===== src/rtl/alu_exec_unit_if.sv =====
// Request/response bundle for alu_exec_unit: launch handshake, operands and the
// registered result with its zero flag.
interface alu_exec_unit_if;
  logic        start;
  logic [3:0]  alu_control;
  logic [31:0] a;
  logic [31:0] b;
  logic        busy;
  logic        done;
  logic [31:0] result;
  logic        zero;

  modport master (output start, alu_control, a, b,
                  input  busy, done, result, zero);
  modport slave  (input  start, alu_control, a, b,
                  output busy, done, result, zero);
endinterface


===== src/rtl/alu_exec_unit.sv =====
// Execute-stage ALU: one-cycle arithmetic/logic/compare/link ops, and shifts that
// iterate one bit per cycle. Result and zero flag are registered together.
module alu_exec_unit (
  input  logic           clk,
  input  logic           rst,
  alu_exec_unit_if.slave bus
);
  localparam logic [0:0] S_IDLE  = 1'b0;
  localparam logic [0:0] S_SHIFT = 1'b1;

  logic [0:0]  state;
  logic [31:0] acc, acc_nxt, res_c, result_q;
  logic [4:0]  cnt, shamt;
  logic        sh_right, sh_arith, done_q, zero_q, is_shift;

  assign shamt    = bus.b[4:0];
  assign is_shift = (bus.alu_control == 4'b0001) || (bus.alu_control[2:0] == 3'b101);

  always_comb begin
    res_c = '0;
    case (bus.alu_control)
      4'b0000: res_c = bus.a + bus.b;
      4'b1000: res_c = bus.a - bus.b;
      4'b1001: res_c = bus.a + 32'd4;
      4'b0010: res_c = {31'b0, $signed(bus.a) <  $signed(bus.b)};
      4'b1010: res_c = {31'b0, $signed(bus.a) >= $signed(bus.b)};
      4'b0011: res_c = {31'b0, bus.a <  bus.b};
      4'b1011: res_c = {31'b0, bus.a >= bus.b};
      4'b0100: res_c = bus.a ^ bus.b;
      4'b1100: res_c = ~(bus.a ^ bus.b);
      4'b0110, 4'b1110: res_c = bus.a | bus.b;
      4'b0111, 4'b1111: res_c = bus.a & bus.b;
      // Shifts only complete here when shamt is zero, i.e. the operand passes through.
      4'b0001, 4'b0101, 4'b1101: res_c = bus.a;
      default: res_c = '0;
    endcase
  end

  always_comb begin
    acc_nxt = {acc[30:0], 1'b0};
    if (sh_right) acc_nxt = {sh_arith & acc[31], acc[31:1]};
  end

  always_ff @(posedge clk or posedge rst) begin
    if (rst) begin
      state    <= S_IDLE;
      acc      <= '0;
      cnt      <= '0;
      sh_right <= 1'b0;
      sh_arith <= 1'b0;
      result_q <= '0;
      zero_q   <= 1'b1;
      done_q   <= 1'b0;
    end else begin
      done_q <= 1'b0;
      case (state)
        S_IDLE: begin
          if (bus.start) begin
            if (is_shift && shamt != 5'd0) begin
              state    <= S_SHIFT;
              acc      <= bus.a;
              cnt      <= shamt;
              sh_right <= bus.alu_control[2];
              sh_arith <= bus.alu_control[3];
            end else begin
              result_q <= res_c;
              zero_q   <= (res_c == 32'd0);
              done_q   <= 1'b1;
            end
          end
        end
        S_SHIFT: begin
          acc <= acc_nxt;
          cnt <= cnt - 5'd1;
          // Last bit: publish the shifted value directly rather than waiting a cycle.
          if (cnt == 5'd1) begin
            result_q <= acc_nxt;
            zero_q   <= (acc_nxt == 32'd0);
            done_q   <= 1'b1;
            state    <= S_IDLE;
          end
        end
        default: state <= S_IDLE;
      endcase
    end
  end

  assign bus.busy   = (state == S_SHIFT);
  assign bus.done   = done_q;
  assign bus.result = result_q;
  assign bus.zero   = zero_q;
endmodule

===== src/flat_wrapper.sv =====
// flat-port wrapper written by rule: the top's interface ports become plain ports
module alu_exec_unit_flat 
  (clk, rst, bus_start, bus_alu_control, bus_a, bus_b, bus_busy, bus_done, bus_result, bus_zero);
  alu_exec_unit_if bus_i ();
  input  logic clk;
  input  logic rst;
  input wire logic [$bits(bus_i.start)-1:0] bus_start;
  input wire logic [$bits(bus_i.alu_control)-1:0] bus_alu_control;
  input wire logic [$bits(bus_i.a)-1:0] bus_a;
  input wire logic [$bits(bus_i.b)-1:0] bus_b;
  output wire logic [$bits(bus_i.busy)-1:0] bus_busy;
  output wire logic [$bits(bus_i.done)-1:0] bus_done;
  output wire logic [$bits(bus_i.result)-1:0] bus_result;
  output wire logic [$bits(bus_i.zero)-1:0] bus_zero;
  assign bus_i.start = bus_start;
  assign bus_i.alu_control = bus_alu_control;
  assign bus_i.a = bus_a;
  assign bus_i.b = bus_b;
  assign bus_busy = bus_i.busy;
  assign bus_done = bus_i.done;
  assign bus_result = bus_i.result;
  assign bus_zero = bus_i.zero;
  alu_exec_unit u_core (.clk(clk), .rst(rst), .bus(bus_i));
endmodule

===== config.mk =====
export PLATFORM = sky130hd
export DESIGN_NAME = alu_exec_unit_flat
export DESIGN_NICKNAME = d
export VERILOG_FILES = /design/src/rtl/alu_exec_unit_if.sv /design/src/rtl/alu_exec_unit.sv /design/src/flat_wrapper.sv
export SDC_FILE = /design/constraint.sdc
export NUM_CORES = 1
export LEC_CHECK = 0
export CORE_MARGIN = 5
export CORE_UTILIZATION = 50
export CTS_CLUSTER_SIZE = 28
export DETAILED_ROUTE_END_ITERATION = 7
export PLACE_DENSITY = 0.71
export SETUP_SLACK_MARGIN = 0.5
export SYNTH_ARGS = -nofsm -noshare
export SYNTH_HDL_FRONTEND = slang
export SYNTH_SLANG_ARGS = --single-unit
export TNS_END_PERCENT = 100

===== constraint.sdc =====
create_clock -name clk -period 3.3 [get_ports clk]
set_clock_uncertainty 0.15 [all_clocks]
set_input_delay 0.66 -clock clk [delete_from_list [all_inputs] [get_ports clk]]
set_output_delay 0.66 -clock clk [all_outputs]
set_load 0.01 [all_outputs]

; ---- Word-level counts from Yosys, hierarchy flattened
; Cells that the tools add are included.
[totals]
register_bits = 74
inputBits = 71
out_inout_bits = 35
word_cells = 79
[op_classes]
add_sub_neg = 4
n_lt_le_gt_ge = 4
eq_ne = 21
mux = 24
bitwise_logic = 6
n_reduce_logical = 12
[op_table]
columns = cell, n
row1 = $pmux W32 S12, 1
row2 = $mux W32, 6
row3 = $pmux W32 S2, 2
row4 = $ge A32 B32 Y1, 2
row5 = $logic_not A32 Y1, 2
row6 = $lt A32 B32 Y1, 2
row7 = $add A32 B3 Y32 const B, 1
row8 = $add A32 B32 Y32, 1
row9 = $and A32 B32 Y32, 1
row10 = $eq A4 B4 Y1 const B, 8
row11 = $not A32 Y32, 1
row12 = $or A32 B32 Y32, 1
row13 = $sub A32 B32 Y32, 1
row14 = $xor A32 B32 Y32, 1
row15 = $eq A4 B3 Y1 const B, 4
row16 = $mux W5, 2
row17 = $pmux W5 S2, 1
row18 = $mux W1, 9
row19 = $eq A4 B2 Y1 const B, 2
row20 = $ne A2 B2 Y1 const B, 3
row21 = $pmux W1 S2, 3
row22 = $reduce_and A3 Y1, 2
row23 = $eq A5 B1 Y1 const B, 1
row24 = $reduce_bool A5 Y1, 1
row25 = other kinds (12), 13

; ---- Logic depth before layout (Yosys ltp)
[logic_depth]
ltp_word = 7
mapped_depth = 15
mapped_depth_nobuf = 15

; ---- Worst setup path after synthesis
; Ideal clock, no wire load.
[synth_timing]
path_type = in2reg
from = input bus_b[1]
to = register u_core.zero_q, in the netlist u_core.bus.zero
t_arrival_ns = 3.894
t_required_ns = 3.075
setup_slack_ns = -0.818
path_stages = 13
path_buffers = 0
cell_sequence = inv_1 ha_1 or2_1 a2111o_1 a211oi_2 o211ai_2 a2111oi_4 o32a_1 or4b_1 o211a_1 nor4_2 nand3_1 o211ai_2
[synth_between]
elab_chain_len = 7
elab_cells_between_ends = 19
[synth_lines]
columns = item, line
row1 = start: declaration, flat_wrapper.sv:10  ; input wire logic [$bits(bus_i.b)-1:0] bus_b;
row2 = branches (longest 7 deep; another with $sub A32 B32 Y32), n/a
row3 = end signal: assignment, alu_exec_unit.sv:67  ; zero_q <= (res_c == 32'd0);
row4 = end signal: assignment, alu_exec_unit.sv:78  ; zero_q <= (acc_nxt == 32'd0);
row5 = end: declaration, alu_exec_unit.sv:14  ; logic sh_right, sh_arith, done_q, zero_q, is_shift;
; Parallel ways; which one is timed is not known. The select of a mux whose other input is x is not followed.
; A chain may end at the register's enable or synchronous reset.

; ---- Final worst setup path
[layout_timing]
from = input bus_b[8]
to = register u_core.result_q[14], in the netlist u_core.bus.result[14]
[layout_between]
elab_chain_len = 5
elab_cells_between_ends = 6
[layout_lines]
columns = item, line
row1 = $sub A32 B32 Y32 / $add A32 B32 Y32 (equally long branches), "alu_exec_unit.sv:23, alu_exec_unit.sv:22"
row2 = $pmux W32 S12 *, alu_exec_unit.sv:21  ; case (bus.alu_control)
row3 = $mux W32 *, alu_exec_unit.sv:59  ; if (is_shift && shamt != 5'd0) begin
row4 = $mux W32 *, alu_exec_unit.sv:58  ; if (bus.start) begin
row5 = $pmux W32 S2 *, alu_exec_unit.sv:56  ; case (state)
row6 = end signal: assignment, alu_exec_unit.sv:66  ; result_q <= res_c;
row7 = end signal: assignment, alu_exec_unit.sv:77  ; result_q <= acc_nxt;
row8 = end: declaration, alu_exec_unit.sv:12  ; logic [31:0] acc, acc_nxt, res_c, result_q;
; Mark *: on every way between the ends. The rest lies on a longest branch, timed or not. The select of a mux whose other input is x is not followed.

==> results.cfg <==
[run_status]
status = finished with violations
violations = DRC, setup timing

[synth]
syn_nets = 1680
ys_warn_count = 0
ys_types = 87
synthesis.instances = 1508
synth-seq-cells = 74
ys_seq_area_share_pct = 17.00
ys.flop_type = dfrtp_1
synth_edf_count = 0
syn-cell-area_sq_um = 10900
avgSynthCellArea_sq_um = 7.230
synthArstFlopShare_pct = 100.0

[power]
ir_worst_vdd_uv = 593.8
p_leak_nw = 8.343
power.density_nw_per_um2 = 414.0

[final_layout]
layout_commonest_cell = buf_4
fillers = 1151
antenna_cells = 0
layout.nets = 2297
area_growth_pct = 72.48
layout-drive-gt1-share_pct = 45.68
layout_common_cells = buf_4 (513), nand2_1 (148), nor2_1 (112)
final_core_util_pct = 86.98
final_cells = 2408
design_area_sq_um = 18810

[floorplan]
initial_core_util_pct = 50.43
die-width_um = 157.7
dieArea_sq_um = 24860
rows = 54
core_sq_um = 21620
boundaryPins = 106
fp.dieH_um = 157.7

[global_route]
grt_antenna_before_repair = 0
grt_remaining_overflow = 0
globalRouteMet1Util_pct = 55.15
grt.met2_usage_pct = 70.41
grt_pass1_wl_mm = 88.40
grt_usage_pct = 45.80
grt_pass1_vias = 15639
grt-busiest-layer = met2
met3_usage_pct = 10.58
grt_max_degree = 75

[timing]
rsz0062_at_grt = true
layout_setup_ws_ns = -0.8295
min_period_ns = 4.129
setup_violations = 22
min_period_over_period_pct = 125.1
hold_violations = 0
worst_pin_slew_ns = 0.8782
holdWs_ns = 0.3687
timing.final.max_slew_violations = 0
worst_slew_margin_rel_pct = 41.20
maxClockFrequency_mhz = 242.2

[place]
placed_area_sq_um = 15930
dp_cells = 2298
place.gp.congestion = 1.099
io_buffers = 105
dpl.hpwl_mm = 42.34

[min_path]
worstHoldStart = u_core.bus.result[24]$_DFFE_PP0P_
holdPathStages = 1
hold_end = u_core.bus.result[24]$_DFFE_PP0P_
hold_path_class = flip-flop to flip-flop

[setup_path]
crit_fanout = 4
critical_path_class = input pin to flip-flop
cp.required_ns = 3.42
worstReg2RegEnd = u_core.bus.zero$_DFFE_PP1P_
end_kind = flip-flop
r2r_start = u_core.cnt[1]$_DFFE_PP0P_
rr_worst_depth = 14
crit_arrival_ns = 4.25
reg2reg_setup_slack_ns = 0.04
cp-start-kind = input pin

[clock_network]
ctsLongestPathBuffers = 2
cts_tree = yes
clock_sinks = 74
clock_latency_ns = 0.34
cts_buffers = 9
root_buffer = clkbuf_16
cts.clk_slew.worst_paths_ns = 0.06
cts_max_level = 3
cts-hold-fix-buffers = 0

[drt]
drt_iter0_drc = 2610
wl_mm = 62.18
viasPerCell = 6.817
ant_nets = 0
vias = 16416
wire_per_inst_um = 25.82
dr.pass1.iters = 8
drc = 39

[flow_run]
max-cap-violations = 0
per-stage QoR:
| stage | total power [mW] | worst slack [ns] | setup TNS (ns) |
|---|---|---|---|
| 2_1_floorplan | 3.869 | -0.6282 | -1.812 |
| 3_3_place_gp | 5.658 | -1.697 | -27.89 |
| 3_5_place_dp | 5.836 | -1.775 | -30.28 |
| 4_1_cts | 7.253 | -0.5599 | -4.946 |
| 5_1_grt | 8.106 | -0.8174 | -8.655 |
| 6_report | 7.786 | -0.8295 | -7.308 |
power by group:
part	leakage [nW]	internal (mW)	switching (mW)
Sequential	0.828	1.34	0.463
Clock	0.127	0.518	0.382
Combinational	7.39	2.39	2.69
Total	8.34	4.25	3.54
critical path, cell delays in order:
cell and delay [ns]:
dlygate4sd2_1 0.26, inv_2 0.09, ha_4 0.21, or4_4 0.53, o21bai_4 0.21, buf_6 0.12, buf_6 0.12, a31oi_4 0.23
buf_6 0.16, buf_6 0.10, nor2_4 0.03, xnor2_2 0.19, buf_4 0.15, buf_6 0.13, o211ai_1 0.70, o21ai_1 0.17
a21oi_1 0.17
final cells by class:
cell class,count,area (sq um),share of cell area (%)
repair buffers,706,5939,31.58
inverters,114,447.9,2.382
clock buffers,11,242.7,1.291
multi-input cells,1220,9953,52.93
well taps,280,350.3,1.863
flip-flops and latches,74,1854,9.860
clock inverters,3,17.52,0.09315
sequential cells by signal (all words and copies together) (netlist names):
signal             count
u_core.bus.busy        1
u_core.cnt             5
u_core.sh_arith        1
u_core.bus.result     32
u_core.sh_right        1
u_core.bus.zero        1
u_core.bus.done        1
u_core.acc            32
kinds of logic after synthesis:
group | count (synthesis) | share of synthesized area [%]
compound gates | 526 | 32.01
simple gates | 484 | 21.82
buf+inv | 214 | 7.827
fa+ha+maj | 101 | 11.73
flops | 74 | 17.00
mux | 56 | 5.371
xor+xnor | 53 | 4.258
what timing repair did:
action / CTS / global route
endpoints found under the setup margin: 73 / 60
pin swaps: 130 / 69
resized for setup: 467 / 113
gates cloned: 1 / 1
setup buffers: 77 / 17
cell usage after synthesis, types with 7 or more instances:
cell type  count  area share [%]
a21oi_1      117             5.4
nor2_1       123             4.2
o211ai_1      29             2.0
nor4_1        22             1.3
a21boi_0      20             1.4
o21a_1        12            0.83
nand3_1       29             1.3
nand2b_1      12            0.69
a211oi_1      19             1.3
o21bai_1       9            0.62
a211o_1        7            0.56
a21o_1        18             1.2
o22ai_1       14            0.80
o21ai_0      136             6.2
a22oi_1       17             1.2
ha_1          99              11
nand2_1      156             5.4
dfrtp_1       73              17
buf_1          9            0.31
nor3_1        27             1.2
o2111ai_1      7            0.56
o31ai_1       10            0.69
a221oi_1      14             1.1
nor2b_1       23             1.3
a31oi_1       17            0.98
xnor2_1       39             3.1
mux2i_1       36             3.3
inv_1        113             3.9
xor2_1        14             1.1
clkbuf_1      78             2.7
o221ai_1      13             1.0
or3_1         11            0.63
and3_1        18             1.0
mux2_2        20             2.1
nand4_1       14            0.80
how the worst max path moves through the flow:
stage / end / cells after the start / start / slack [ns]
after floorplan: u_core.bus.zero$_DFFE_PP1P_ / 13 / bus_b[1] / -0.63
after global placement: u_core.bus.zero$_DFFE_PP1P_ / 15 / bus_b[1] / -1.70
after detailed placement: u_core.bus.zero$_DFFE_PP1P_ / 15 / bus_b[1] / -1.77
after CTS: u_core.bus.zero$_DFFE_PP1P_ / 16 / bus_a[0] / -0.56
after global routing: u_core.bus.result[14]$_DFFE_PP0P_ / 20 / bus_a[0] / -0.82
final: u_core.bus.result[14]$_DFFE_PP0P_ / 17 / bus_b[8] / -0.83
layer usage:
metal	routed length, um	share of wire [%]
met3	8189	13
met1	20840	34
met4	6989	11
met2	26160	42
met5	0	0
(Power assumes the default switching activity.)
